File: config.mk
export PLATFORM = sky130hd
export DESIGN_NAME = rptr_empty
export DESIGN_NICKNAME = d
export VERILOG_FILES = /design/src/rtl/rptr_empty_pkg.sv /design/src/rtl/rptr_empty_sync_2ff.sv /design/src/rtl/rptr_empty.sv
export SDC_FILE = /design/constraint.sdc
export NUM_CORES = 1
export LEC_CHECK = 0
export CORE_MARGIN = 10
export CORE_UTILIZATION = 50
export DETAILED_ROUTE_END_ITERATION = 16
export PLACE_DENSITY = 0.79
export SYNTH_ARGS = -nofsm -noshare
export SYNTH_HDL_FRONTEND = slang
export SYNTH_SLANG_ARGS = --single-unit
File: constraint.sdc
create_clock -name rclk -period 3.95 [get_ports rclk]
set_input_delay 0.79 -clock rclk [delete_from_list [all_inputs] [get_ports rclk]]
set_output_delay 0.79 -clock rclk [all_outputs]
set_load 0.02 [all_outputs]
File: src/rtl/rptr_empty_pkg.sv
// Shared asynchronous-FIFO helpers: Gray/binary conversion and pointer width.
package rptr_empty_pkg;

    localparam int unsigned FIFO_ASIZE = 4;
    localparam int unsigned FIFO_PTR_W = FIFO_ASIZE + 1;

    function automatic int unsigned ptr_width(input int unsigned asize);
        return asize + 1;
    endfunction

    function automatic logic [31:0] bin2gray(input logic [31:0] b);
        return b ^ (b >> 1);
    endfunction

    // Prefix XOR from the MSB; upper bits of a narrower pointer are zero.
    function automatic logic [31:0] gray2bin(input logic [31:0] g);
        logic [31:0] b;
        b = '0;
        for (int i = 0; i < 32; i++) begin
            b[i] = ^(g >> i);
        end
        return b;
    endfunction

endpackage

File: src/rtl/rptr_empty_sync_2ff.sv
// Two-flop synchroniser for a Gray-coded pointer crossing into this clock domain.
module sync_2ff #(
    parameter int WIDTH = 5
) (
    input  logic             clk,
    input  logic             rst,
    input  logic [WIDTH-1:0] d,
    output logic [WIDTH-1:0] q
);

    logic [WIDTH-1:0] d_p0;
    logic [WIDTH-1:0] d_p1;

    always_ff @(posedge clk) begin
        if (rst) begin
            d_p0 <= '0;
            d_p1 <= '0;
        end else begin
            d_p0 <= d;
            d_p1 <= d_p0;
        end
    end

    assign q = d_p1;

endmodule

File: src/rtl/rptr_empty.sv
// Read-side pointer and empty/almost-empty/level controller of the async FIFO.
module rptr_empty
    import rptr_empty_pkg::*;
#(
    parameter int DSIZE    = 8,
    parameter int ASIZE    = 4,
    parameter int AE_LEVEL = 1
) (
    input  logic             rclk,
    input  logic             rrst,
    input  logic             ren,
    input  logic [ASIZE:0]   wptr,
    output logic [ASIZE:0]   rptr,
    output logic [ASIZE-1:0] raddr,
    output logic             empty,
    output logic             almost_empty,
    output logic [ASIZE:0]   rlevel
);

    localparam int PW = ptr_width(ASIZE);

    if (DSIZE < 1 || AE_LEVEL < 0 || AE_LEVEL > (1 << ASIZE)) begin : g_bad_param
        $error("rptr_empty: DSIZE must be positive and AE_LEVEL within 0..2^ASIZE");
    end

    logic [PW-1:0] wptr_db;
    logic [PW-1:0] wbin_db;
    logic [PW-1:0] rbin;
    logic [PW-1:0] rgray;
    logic [PW-1:0] rbin_next;
    logic [PW-1:0] rgray_next;
    logic [PW-1:0] lvl_next;
    logic          rinc;

    sync_2ff #(.WIDTH(PW)) u_wptr_sync (
        .clk (rclk),
        .rst (rrst),
        .d   (wptr),
        .q   (wptr_db)
    );

    // Next-state pointers and level share one computation so a read and a
    // newly synchronised write in the same cycle combine correctly.
    always_comb begin
        rinc       = ren & ~empty;
        rbin_next  = rbin + PW'(rinc);
        rgray_next = PW'(bin2gray(32'(rbin_next)));
        wbin_db    = PW'(gray2bin(32'(wptr_db)));
        lvl_next   = wbin_db - rbin_next;
    end

    always_ff @(posedge rclk) begin
        if (rrst) begin
            rbin         <= '0;
            rgray        <= '0;
            empty        <= 1'b1;
            almost_empty <= 1'b1;
            rlevel       <= '0;
        end else begin
            rbin         <= rbin_next;
            rgray        <= rgray_next;
            empty        <= (rgray_next == wptr_db);
            almost_empty <= (lvl_next <= PW'(AE_LEVEL));
            rlevel       <= lvl_next;
        end
    end

    assign rptr  = rgray;
    assign raddr = rbin[ASIZE-1:0];

endmodule
**Word-level counts from Yosys, hierarchy flattened**

Cells that the tools add are included.

- Bits in registers: 27
- Logic and storage cells: 19
- Output and inout bits: 16
- Bits of input ports: 8

- Eq/ne operators: 1
- Bitwise gates (word level): 3
- Add/subtract/negate cells: 2
- Order comparisons: 1
- Reduce and logical (&&, ||, !) cells: 5

Operator list:

| cell | count |
|---|---|
| 32-bit parity | 5 |
| 5-bit by 1-bit adder with 5-bit output | 1 |
| 5-bit == test | 1 |
| 5-bit by 1-bit <= comparator with 1-bit output, second input constant | 1 |
| 5-bit subtractor | 1 |
| 5-bit by 4-bit XOR with 5-bit output | 1 |
| 1-bit bitwise AND | 1 |
| 1-bit inverter | 1 |

**Depth between registers and ports, before layout**

- Depth in word-level cells: 5
- Mapped depth: 11
- Depth with buffers taken out: 11

**Cells and area by module**

From an unflattened synthesis, not the netlist that was laid out.

- Cells, all modules: 109
- Area total of the unflattened synthesis: 1,101.1 um^2

Modules (own cells, without submodules):

| module | cells an instance | area each (um^2) | instances | seq. area each (um^2) |
|---|---|---|---|---|
| rptr_empty | 89 | 838.3 | 1 | 320.3 |
| sync_2ff | 20 | 262.8 | 1 | 200.2 |

**Worst setup path after synthesis**

OpenSTA, ideal clock, no wires.

- Kind: input -> register
- Start: input ren
- End: register almost_empty
- Stages: 10
- Arrival time: 2,643 ps
- Data required time: 3,834 ps
- Slack: 1,191 ps
- Setup time: 116 ps
- Buffers on the path: 0
- Cells stage by stage: and3b_1 ha_1 clkinv_1 xnor2_1 ha_1 o21ai_0 a21oi_1 a311oi_2 xor2_1 a41o_1

- Cells in the longest elaborated chain, start to end: 4

Ends and longest elaborated chain:

| what | line | RTL |
|---|---|---|
| start, declared | rptr_empty.sv:11 | `input logic ren,` |
| 1-bit bitwise AND | rptr_empty.sv:45 | `rinc = ren & ~empty;` |
| 5-bit by 1-bit adder with 5-bit output | rptr_empty.sv:46 | `rbin_next = rbin + PW'(rinc);` |
| 5-bit subtractor | rptr_empty.sv:49 | `lvl_next = wbin_db - rbin_next;` |
| 5-bit by 1-bit <= comparator with 1-bit output | rptr_empty.sv:63 | `almost_empty <= (lvl_next <= PW'(AE_LEVEL));` |
| end signal, assigned | rptr_empty.sv:63 |  |
| end, declared | rptr_empty.sv:16 | `output logic almost_empty,` |

No other way between the ends.
A chain may end at the register's enable or synchronous reset.

**Worst setup path after layout**

Same ends and word-level chain as after synthesis.

==> out/metrics.cfg <==
[hold_path]
hold_depth = 1
hold_path_end = u_wptr_sync.q[0]$_SDFF_PP0_
min_path_type = reg2reg
min_from = u_wptr_sync.d_p0[0]$_SDFF_PP0_

[final_layout]
fillCellCount = 155
regArea_um2 = 520
syn_to_final_growth_pct = 26.0
multi_input_area_um2 = 534
final_cells = 161
drive_gt1_share_pct = 5.97
num_antenna_cells = 0
nNetsFinal = 147

[detailed_routing]
wl_met1_um = 821
vias = 782
drtIter0Drc = 25
via_per_inst = 4.86
wl_met2_um = 952
wl_mm = 1.95
maxUsedRoutingLayer = met4
wl_per_cell_um = 12.1
firstDrtPassIters = 4
wl_met3_um = 141
drc_errors = 0
ant_nets = 0

[synthesis]
syn_nets = 121
yosys.area_share.simple_pct = 16.8
synthCells = 109
synthXorXnorAreaFrac_pct = 19.1
netlist_area_um2 = 1100
postSynthAreaPerCell_um2 = 10.1
yosysWarnings = 0
ys_seq_area_share_pct = 47.5
ys_seq_elements = 26
synthDistinctLibCells = 23
synth_top_family_by_area = XOR/XNOR gates
synthMuxAreaShare_pct = 2.40
synth-compound-area-share_pct = 5.94
synthAdderAreaFrac_pct = 4.57

[critical_path]
crit_chain = clkdlybuf4s50_1 -> and3b_1 -> ha_1 -> clkinv_1 -> xnor2_1 -> ha_1 -> o21ai_0 -> a21oi_1 -> a311oi_2 -> xor2_1 -> a41o_1
rrSetupSlack_ns = 1.03
cpMaxStageDelayCell = clkdlybuf4s50_1
cpLargestDelayFamily = compound AO/OA/AOI/OAI gates
critical_path.max_fanout = 7
required_ns = 4.18
crit_path_frequent_cell = ha_1
startpoint_type = input port
slowest_delay_ns = 0.42
endpoint_kind = flop
worst-setup-path-type = in2reg
rr_startpoint = u_wptr_sync.q[4]$_SDFF_PP0_
rr_endpoint = almost_empty$_SDFF_PP1_
reg2reg_depth = 11
worst-path-buf-inv = 2
arrival_ns = 3.31

[clock_tree]
cts_setup_buffers = 0
postCtsHoldBufs = 0
cts.sinks = 26
post_cts_resized = 0
cts_buffer_depth = 2
insertion_delay_ns = 0.32
cts.clk_slew.worst_paths_ns = 0.13
cts_htree_levels = 1
cts_tree = built
cts_root_buf = clkbuf_4
cts_buffers = 3

[floorplan]
die_area_um2 = 4460
die_w_um = 66.8
die_height_um = 66.8
core_um2 = 2020
rows = 16
initial_core_util_pct = 54.2
io_pins = 24

[power]
leakagePower_nw = 0.564
power_density_nw_per_um2 = 410
ir_worst_vdd_mv = 0.306
power_mw = 0.566

[global_routing]
grt_use_total_pct = 9.09
grt_max_degree = 27
antenna_found_initial = 0
grt_pass1_vias = 761
grt_pass1_wl_mm = 3.21
grt_remaining_overflow = 0

[timing]
relSlewSlack_pct = 43.4
fin_crit_sh_pct = 78.1
drv_slew = 0
fin_setup_tns_ns = 0
hold_viol = 0
clock.fmax_ghz = 0.324
finalSetupViolCount = 0
skew_ns = 0.00540
hold_ws_ns = 0.457
rsz0062_at_grt = false
worst_pin_slew_ns = 0.846
period_minus_slack_ns = 3.09

[place]
place_congestion = 0.812
portBuffers = 23
hpwl_mm = 1.57
dp.cells = 157

[run_status]
status = complete, no violations

[flow_run]
maxCapViolCount = 0

report_power, final:
part,switching [mW],internal (mW)
logic,0.0733,0.0706
clock network,0.0747,0.0565
registers,0.00817,0.283
total,0.156,0.410
cells in the final DEF (no fill, tap or decap), drive strengths merged, types with 2 or more instances in the layout:
cell,Yosys,final
nor2b,11,11
o21ai,5,5
inv,4,4
nand2,3,3
mux2,2,2
clkdlybuf4s50,0,23
nand3,3,3
nor3,2,2
ha,4,4
nor2,17,17
xnor2,13,13
xor2,8,8
clkbuf,2,4
a41o,2,2
dfxtp,26,26
sequential cells by signal, summed over array words and instances, names as in the netlist:
signal and flops:
rlevel 5, rptr 5, u_wptr_sync.d_p0 5, u_wptr_sync.q 5
rbin 4, almost_empty 1, empty 1
stage by stage:
stage / utilization (%) / area (µm²) / setup WS, ns
global route: 68.3 / 1380 / 0.734
finish: 68.3 / 1380 / 0.864
CTS: 68.3 / 1380 / 0.893
detailed placement: 66.5 / 1350 / 0.550
global placement: 66.5 / 1350 / 0.680
floorplan: - / 1100 / 1.19
cell families after synthesis:
kind of cell / Yosys count
xor gates and xnor gates: 22
adders and majority gates: 4
muxes: 2
DFF: 26
buffers and inverters: 8
AOI/OAI and AO/OA: 9
and+or+nand+nor: 38
cells in the mapped netlist, drive strengths merged:
| cell type | number | area, µm² |
|---|---|---|
| o21ai | 5 | 25.0 |
| nor3 | 2 | 10.0 |
| a21oi | 1 | 5.00 |
| nand3 | 3 | 15.0 |
| and3b | 1 | 8.76 |
| clkinv | 1 | 3.75 |
| inv | 4 | 15.0 |
| buf | 1 | 15.0 |
| nor2b | 11 | 68.8 |
| nand4 | 1 | 6.26 |
| ha | 4 | 50.1 |
| nand2 | 3 | 11.3 |
| a311oi | 1 | 15.0 |
| xnor2 | 13 | 114 |
| a41o | 2 | 20.0 |
| mux2 | 2 | 26.3 |
| xor3 | 1 | 25.0 |
| clkbuf | 2 | 7.51 |
| nor2 | 17 | 63.8 |
| dfxtp | 26 | 521 |
| xor2 | 8 | 70.1 |
how the worst max path moves through the flow:
stage / startpoint / end / cells past startpoint
finish: ren / almost_empty$_SDFF_PP1_ / 11
global route: ren / almost_empty$_SDFF_PP1_ / 11
CTS: ren / almost_empty$_SDFF_PP1_ / 11
detailed placement: ren / almost_empty$_SDFF_PP1_ / 11
global placement: ren / almost_empty$_SDFF_PP1_ / 11
floorplan: ren / almost_empty$_SDFF_PP1_ / 10
cell type report:
class | count | area share, %
Clock buffer | 4 | 2.63
Inverter | 5 | 1.36
Multi-Input combinational cell | 75 | 38.7
Sequential cell | 26 | 37.7
Tap cell | 27 | 2.45
Timing Repair Buffer | 24 | 17.2
routing by layer:
metal  vias up  GRT usage (%)
met5         -              0
met2        23           15.6
met1       354           9.95
met4         0           4.71
met3         4           2.34
li1        401              -
Power figures use the tool's default switching activity.
